## config.mk

```make
export PLATFORM = sky130hd
export DESIGN_NAME = dp_hpd_detector
export DESIGN_NICKNAME = d
export VERILOG_FILES = /design/src/rtl/dp_hpd_detector.sv
export SDC_FILE = /design/constraint.sdc
export NUM_CORES = 1
export LEC_CHECK = 0
export BUFFER_PORTS_ARGS = -buffer_cell sky130_fd_sc_hd__buf_2
export CAP_MARGIN = 10
export CORE_MARGIN = 3
export CORE_UTILIZATION = 30
export DETAILED_ROUTE_END_ITERATION = 12
export SLEW_MARGIN = 10
export SYNTH_ARGS = -nofsm -noshare
export SYNTH_HDL_FRONTEND = slang
export SYNTH_SLANG_ARGS = --single-unit
```

## constraint.sdc

```tcl
create_clock -name clk -period 2.8 [get_ports clk]
set_clock_uncertainty 0.1 [all_clocks]
set_input_delay 0.56 -clock clk [delete_from_list [all_inputs] [get_ports clk]]
set_output_delay 0.56 -clock clk [all_outputs]
set_load 0.05 [all_outputs]
```

## src/rtl/dp_hpd_detector.sv

```systemverilog
// DisplayPort Hot Plug Detect qualifier.
// Synchronizes the raw HPD pin and classifies it into connect, IRQ pulse and unplug.
module dp_hpd_detector #(
    parameter int HPD_DETECT_CYC = 200000,
    parameter int IRQ_MIN_CYC    = 50000,
    parameter int IRQ_MAX_CYC    = 100000
) (
    input  logic clk,
    input  logic reset,
    input  logic HPD_Signal,
    output logic HPD_Detect,
    output logic HPD_IRQ
);

    localparam int CW = $clog2(HPD_DETECT_CYC + 1);

    localparam logic [CW-1:0] QUAL_LAST = CW'(HPD_DETECT_CYC - 1);
    localparam logic [CW-1:0] IRQ_LO    = CW'(IRQ_MIN_CYC);
    localparam logic [CW-1:0] IRQ_HI    = CW'(IRQ_MAX_CYC);
    localparam logic [CW-1:0] CNT_ONE   = CW'(1);

    typedef enum logic [1:0] {
        DISCONNECTED = 2'd0,
        HIGH_QUAL    = 2'd1,
        CONNECTED    = 2'd2,
        LOW_PULSE    = 2'd3
    } state_t;

    state_t        state;
    state_t        state_nxt;
    logic [CW-1:0] cnt;
    logic [CW-1:0] cnt_nxt;
    logic          s1;
    logic          hpd_s;
    logic          detect_nxt;
    logic          irq_nxt;

    // Two-flop synchronizer for the asynchronous HPD pin
    always_ff @(posedge clk) begin
        if (reset) begin
            s1    <= 1'b0;
            hpd_s <= 1'b0;
        end else begin
            s1    <= HPD_Signal;
            hpd_s <= s1;
        end
    end

    // State register, run-length counter and registered outputs
    always_ff @(posedge clk) begin
        if (reset) begin
            state      <= DISCONNECTED;
            cnt        <= '0;
            HPD_Detect <= 1'b0;
            HPD_IRQ    <= 1'b0;
        end else begin
            state      <= state_nxt;
            cnt        <= cnt_nxt;
            HPD_Detect <= detect_nxt;
            HPD_IRQ    <= irq_nxt;
        end
    end

    // Next state and counter: cnt holds the length of the current run
    always_comb begin
        state_nxt = state;
        cnt_nxt   = cnt;
        unique case (state)
            DISCONNECTED: begin
                if (hpd_s) begin
                    state_nxt = HIGH_QUAL;
                    cnt_nxt   = CNT_ONE;
                end
            end
            HIGH_QUAL: begin
                if (!hpd_s) begin
                    state_nxt = DISCONNECTED;
                    cnt_nxt   = '0;
                end else if (cnt == QUAL_LAST) begin
                    state_nxt = CONNECTED;
                    cnt_nxt   = '0;
                end else begin
                    cnt_nxt = cnt + CNT_ONE;
                end
            end
            CONNECTED: begin
                if (!hpd_s) begin
                    state_nxt = LOW_PULSE;
                    cnt_nxt   = CNT_ONE;
                end
            end
            LOW_PULSE: begin
                if (!hpd_s) begin
                    if (cnt == IRQ_HI) begin
                        state_nxt = DISCONNECTED;
                        cnt_nxt   = '0;
                    end else begin
                        cnt_nxt = cnt + CNT_ONE;
                    end
                end else begin
                    state_nxt = CONNECTED;
                    cnt_nxt   = '0;
                end
            end
            default: begin
                state_nxt = DISCONNECTED;
                cnt_nxt   = '0;
            end
        endcase
    end

    // Output decode: detect follows the connected states, IRQ on a valid pulse end
    always_comb begin
        detect_nxt = (state_nxt == CONNECTED) || (state_nxt == LOW_PULSE);
        irq_nxt    = (state == LOW_PULSE) && hpd_s
                     && (cnt >= IRQ_LO) && (cnt <= IRQ_HI);
    end

endmodule

```

Word-level counts from Yosys, hierarchy flattened
Index checks and enable logic that the tools add are counted.
{"block": "word_totals", "romBits": 0, "regBits": 24, "n_memories": 0, "latchBits": 0, "word_cells": 38, "out_inout_bits": 2, "input_bits": 3, "mem_bits_rw": 0}
{"block": "classes", "div": 0, "muxes": 14, "n_reduce_logical": 6, "n_bitwise": 0, "shift": 0, "n_mul": 0, "n_addsub": 1, "eq_ne": 9, "order_cmp": 2}
{"op": "two-way mux 18 bit", "count": 6}
{"op": "one-hot mux 18 bit (4 select lines)", "count": 1}
{"op": "adder 18 x 1 -> 18 bit (second input constant)", "count": 1}
{"op": "== test 18 x 17 -> 1 bit (second input constant)", "count": 1}
{"op": "== test 18 bit (second input constant)", "count": 1}
{"op": ">= comparator 18 x 16 -> 1 bit (second input constant)", "count": 1}
{"op": "less-or-equal comparator 18 x 17 -> 1 bit (second input constant)", "count": 1}
{"op": "two-way mux 2 bit", "count": 6}
{"op": "== test 2 bit (second input constant)", "count": 4}
{"op": "one-hot mux 2 bit (4 select lines)", "count": 1}
{"op": "inequality test 2 bit (second input constant)", "count": 2}
{"op": "logical AND 1 bit", "count": 3}
{"op": "== test 2 x 1 -> 1 bit (second input constant)", "count": 1}
{"op": "logical NOT 2 bit", "count": 1}
{"op": "AND reduction 2 bit", "count": 1}
{"op": "logical OR 1 bit", "count": 1}

Logic depth before layout (Yosys ltp)
{"block": "logic_depth", "ltp_word": 6, "ltp_mapped": 8, "ltp_nobuf": 7}

Worst setup path after synthesis
Ideal clock, no wire load.
{"block": "synth_timing", "path_kind": "reg-to-reg", "from": "reg state[1]", "to": "reg cnt[10]", "path_stages_with_launch": 6, "t_required_ps": 2642, "slack_ps": 955, "period_less_slack_ps": 1845, "setup_ps": 58, "arrival_time_ps": 1687, "n_path_buf": 1, "cell_sequence": "dfxtp_1 nor2b_1 nor4_2 clkbuf_1 nand2_1 nand2_1"}
{"block": "synth_via", "elab_chain_cells": 3, "elab_cells_between_ends": 8, "classes_between": "eq/ne: 5; mux: 1; reduce/logical: 2"}
{"item": "start: declaration", "line": "29", "source": "state_t state;"}
{"item": "start signal: assignment", "line": "57", "source": "state <= state_nxt;"}
{"item": "== test 2 bit or logical NOT 2 bit (tied branches)", "line": "68", "source": "unique case (state)"}
{"item": "inequality test 2 bit (no source line)"}
{"item": "AND reduction 2 bit (no source line)"}
{"item": "end signal: assignment", "line": "58", "source": "cnt <= cnt_nxt;"}
{"item": "end: declaration", "line": "31", "source": "logic [CW-1:0] cnt;"}
Several ways; a longest one is shown, not always the timed one.
A chain may end at the register's enable or synchronous reset.

Worst setup path in the final report
{"block": "layout_timing", "from": "reg cnt[0]", "to": "reg cnt[3]"}
{"block": "layout_via", "elab_chain_cells": 4, "elab_cells_between_ends": 8, "classes_between": "add/sub: 1; eq/ne: 2; mux: 5"}
{"item": "adder 18 x 1 -> 18 bit, or another cell as far along", "line": "83, 98"}
{"item": "two-way mux 18 bit, on equally long branches", "line": "94, 79"}
{"item": "two-way mux 18 bit, on equally long branches", "line": "93, 76"}
{"item": "one-hot mux 18 bit (4 select lines) (*)", "line": "68"}
Mark *: on every way between the ends. The rest lies on a longest branch, timed or not.

==> results by group <==
GRT
  • Total grt overflow: 0
  • Total GRT Usage: between 10% and 20%
  • First-pass GRT wire length: between 6000 and 7000 microns
  • Initial antenna violation count: 0
  • Largest net degree at the start of global routing: 18
  • Vias in the first global route: approximately 1300

Logic synthesis
  • Syn Inst Count: roughly 190
  • Seq/Total Area, Yosys: 28.59%
  • Flops & latches, synth: 23
  • Syn avg cell area: ~8.5 sq um
  • Synth warn: 0
  • Distinct cells, synth: 43
  • Syn_nets: slightly below 200
  • Mapped cell area: 1610 sq um

CTS
  • Post-CTS Setup Bufs: 0
  • H-tree depth: 1
  • Reg clk slew, reported paths: 0.08 ns
  • Clock root buffer: clkbuf_8
  • TritonCTS clock tree: done
  • Maximum root-to-sink buffer count: 2
  • Post-CTS sizing: 0
  • Num CTS Buffers: 3
  • Hold Buf Count CTS: 0
  • Skew-Pair Late Insertion Delay: between 0.2 and 0.3 ns
  • Clk sinks: 23

Routing
  • Antenna Violating Nets Remaining: 0
  • WL/cell: 13.30 microns
  • First-pass iteration count of the detailed router: 4
  • Via Count: 1310
  • Drt via density: slightly above 5
  • Final wirelength: approximately 3400 microns
  • Starting DRT DRC Count: 85
  • DRC Markers: 0

Die
  • Initial core utilization: a little under a third
  • Die height: 79.27 microns
  • Io pins: 5
  • Die area: 6283 sq um
  • Core Region: between 5000 and 6000 sq um
  • Die X: 79.27 microns
  • # rows: 26

Setup path
  • Worst path slowest cell: dfxtp_1
  • CP peak stage delay: 0.38 ns
  • Crit Path Max Fanout: 9
  • Crit path max-delay family: compound AO/OA/AOI/OAI gates
  • Cell chain of the critical path: inv_1, ha_1, nor4b_2, and4b_1, a31oi_4, buf_4, o21ai_1, o21ai_1
  • Most used cell, CP: o21ai_1
  • Startpoint class of the critical path: flop
  • CP required: slightly below 3 ns
  • Setup CP Type: flop to flop
  • Worst Path Arrival: 2.18 ns
  • CP Capture Type: flop
  • CP bufs+invs: 2

STA
  • Final hold vios: 0
  • Worst hold margin: 0.3506 ns
  • Post-route setup TNS: 0 ns
  • Max_slew headroom: between 60% and 70%
  • Final period util: about three quarters
  • Fin crit period: approximately 2.1 ns
  • Fin. max-slew vios: 0
  • Setup Viol. Count Final: 0
  • RSZ-0062 raised after global routing: false
  • Slew @ Worst Pin: 0.4744 ns
  • Max Clk Rate: between 0.4 and 0.5 GHz

Placed design
  • Final HPWL DP: 2414 microns
  • Buffers on Ports: 4
  • Gpl congestion: 0.8284
  • Post-DP Area: approximately 1600 sq um

Status
  • Status: finished clean

Pwr
  • Max IR drop VDD: just under 0.0002 V
  • Leak: 0.6033 nW
  • Pwr/cell area: 337.3 nW/um^2

Min path
  • Type of the worst min-delay path: flop to flop

Layout
  • Area of the multi-input gates: roughly 1000 sq um
  • Area Overhead vs Synth: 4.506%
  • Final core utilization: roughly 33%
  • ANT cells: 0
  • Most frequent cells in the layout: nand2_1, dfxtp_1, nor2_1, o221ai_2, and2_1
  • Final instance area: around 1700 sq um
  • Reg area: between 400 and 500 sq um
  • Commonest non-fill, non-tap cell in the layout: nand2_1
  • Final nets: 190
  • Fill count: between 500 and 600
  • Share of cells above drive strength 1: between 10% and 20%

Job
  • Max-cap violation count: 0
-- power breakdown --
part	leakage (nW)	switching (W)	internal, W	total, W
logic	0.395	0.0000176	0.00000996	0.0000275
clock network	0.0228	0.000106	0.000102	0.000208
registers	0.186	0.00000268	0.000330	0.000332
total	0.603	0.000126	0.000441	0.000568
-- flip-flops by register name, summed over array words and instances, names as in the netlist --
name,count
s1,1
state,2
hpd_s,1
HPD_IRQ,1
cnt,18
-- final cells by class --
| type | instances | area share (%) |
|---|---|---|
| Multi-Input combinational cell | 146 | 61.12 |
| Inverter | 3 | 0.6691 |
| Sequential cell | 23 | 27.36 |
| Timing Repair Buffer | 8 | 2.974 |
| Clock buffer | 4 | 2.677 |
| Tap cell | 70 | 5.204 |
-- layer usage --
layer  vias up  part of all wire (%)  track usage (%)
li1        685                     -                -
met1       609                    53            17.53
met2        14                    44            19.44
met3         2                   2.8            2.834
met4         0                  0.56            2.062
met5         -                     0                0
-- logic make-up after synthesis --
group,after synthesis,share of synthesized area (%)
buf+inv,20,7.537
compound gates,43,24.32
simple gates,99,36.91
flops,23,28.59
xor+xnor,2,1.088
fa+ha+maj,2,1.554
-- Yosys cell counts, drive strengths merged --
| cell | n | area [sq um] |
|---|---|---|
| nand4 | 6 | 52.55 |
| and2 | 9 | 56.30 |
| and4 | 2 | 22.52 |
| nor4 | 7 | 77.58 |
| xnor2 | 1 | 8.760 |
| nor2 | 10 | 37.54 |
| inv | 3 | 11.26 |
| a21oi | 6 | 30.03 |
| o21ai | 7 | 35.03 |
| nand3 | 6 | 40.04 |
| a31oi | 1 | 21.27 |
| o221ai | 14 | 185.2 |
| and4bb | 2 | 25.02 |
| o31a | 2 | 17.52 |
| o311a | 1 | 10.01 |
| dfxtp | 23 | 460.4 |
| a221oi | 1 | 8.760 |
| and3 | 2 | 12.51 |
| or3b | 1 | 8.760 |
| nor3 | 6 | 30.03 |
| xor2 | 1 | 8.760 |
| nor2b | 6 | 37.54 |
| nor4b | 2 | 30.03 |
| nand2 | 37 | 141.4 |
| o21bai | 1 | 7.510 |
| o211ai | 3 | 22.52 |
| ha | 2 | 25.02 |
| clkbuf | 2 | 7.510 |
| nand2b | 1 | 6.260 |
| buf | 15 | 102.6 |
| or3 | 1 | 6.260 |
| and4b | 1 | 10.01 |
| o21a | 7 | 53.80 |
-- metrics by stage --
stage               cells   power, W  worst slack [ns]
detailed placement    250  0.0003677            0.7451
global placement      250  0.0003669            0.8077
finish                254  0.0005676            0.7219
floorplan             189  0.0003587            0.9547
global route          254  0.0005941            0.5996
CTS                   254  0.0005797            0.7138
-- worst paths after layout --
path         cells past startpoint  startpoint  endpoint  slack, ns
max reg2reg                      8      cnt[0]    cnt[3]       0.72
min reg2reg                      1          s1     hpd_s       0.35
min                              1          s1     hpd_s       0.35
max                              8      cnt[0]    cnt[3]       0.72
No activity file was read; power rests on OpenSTA's default activity.
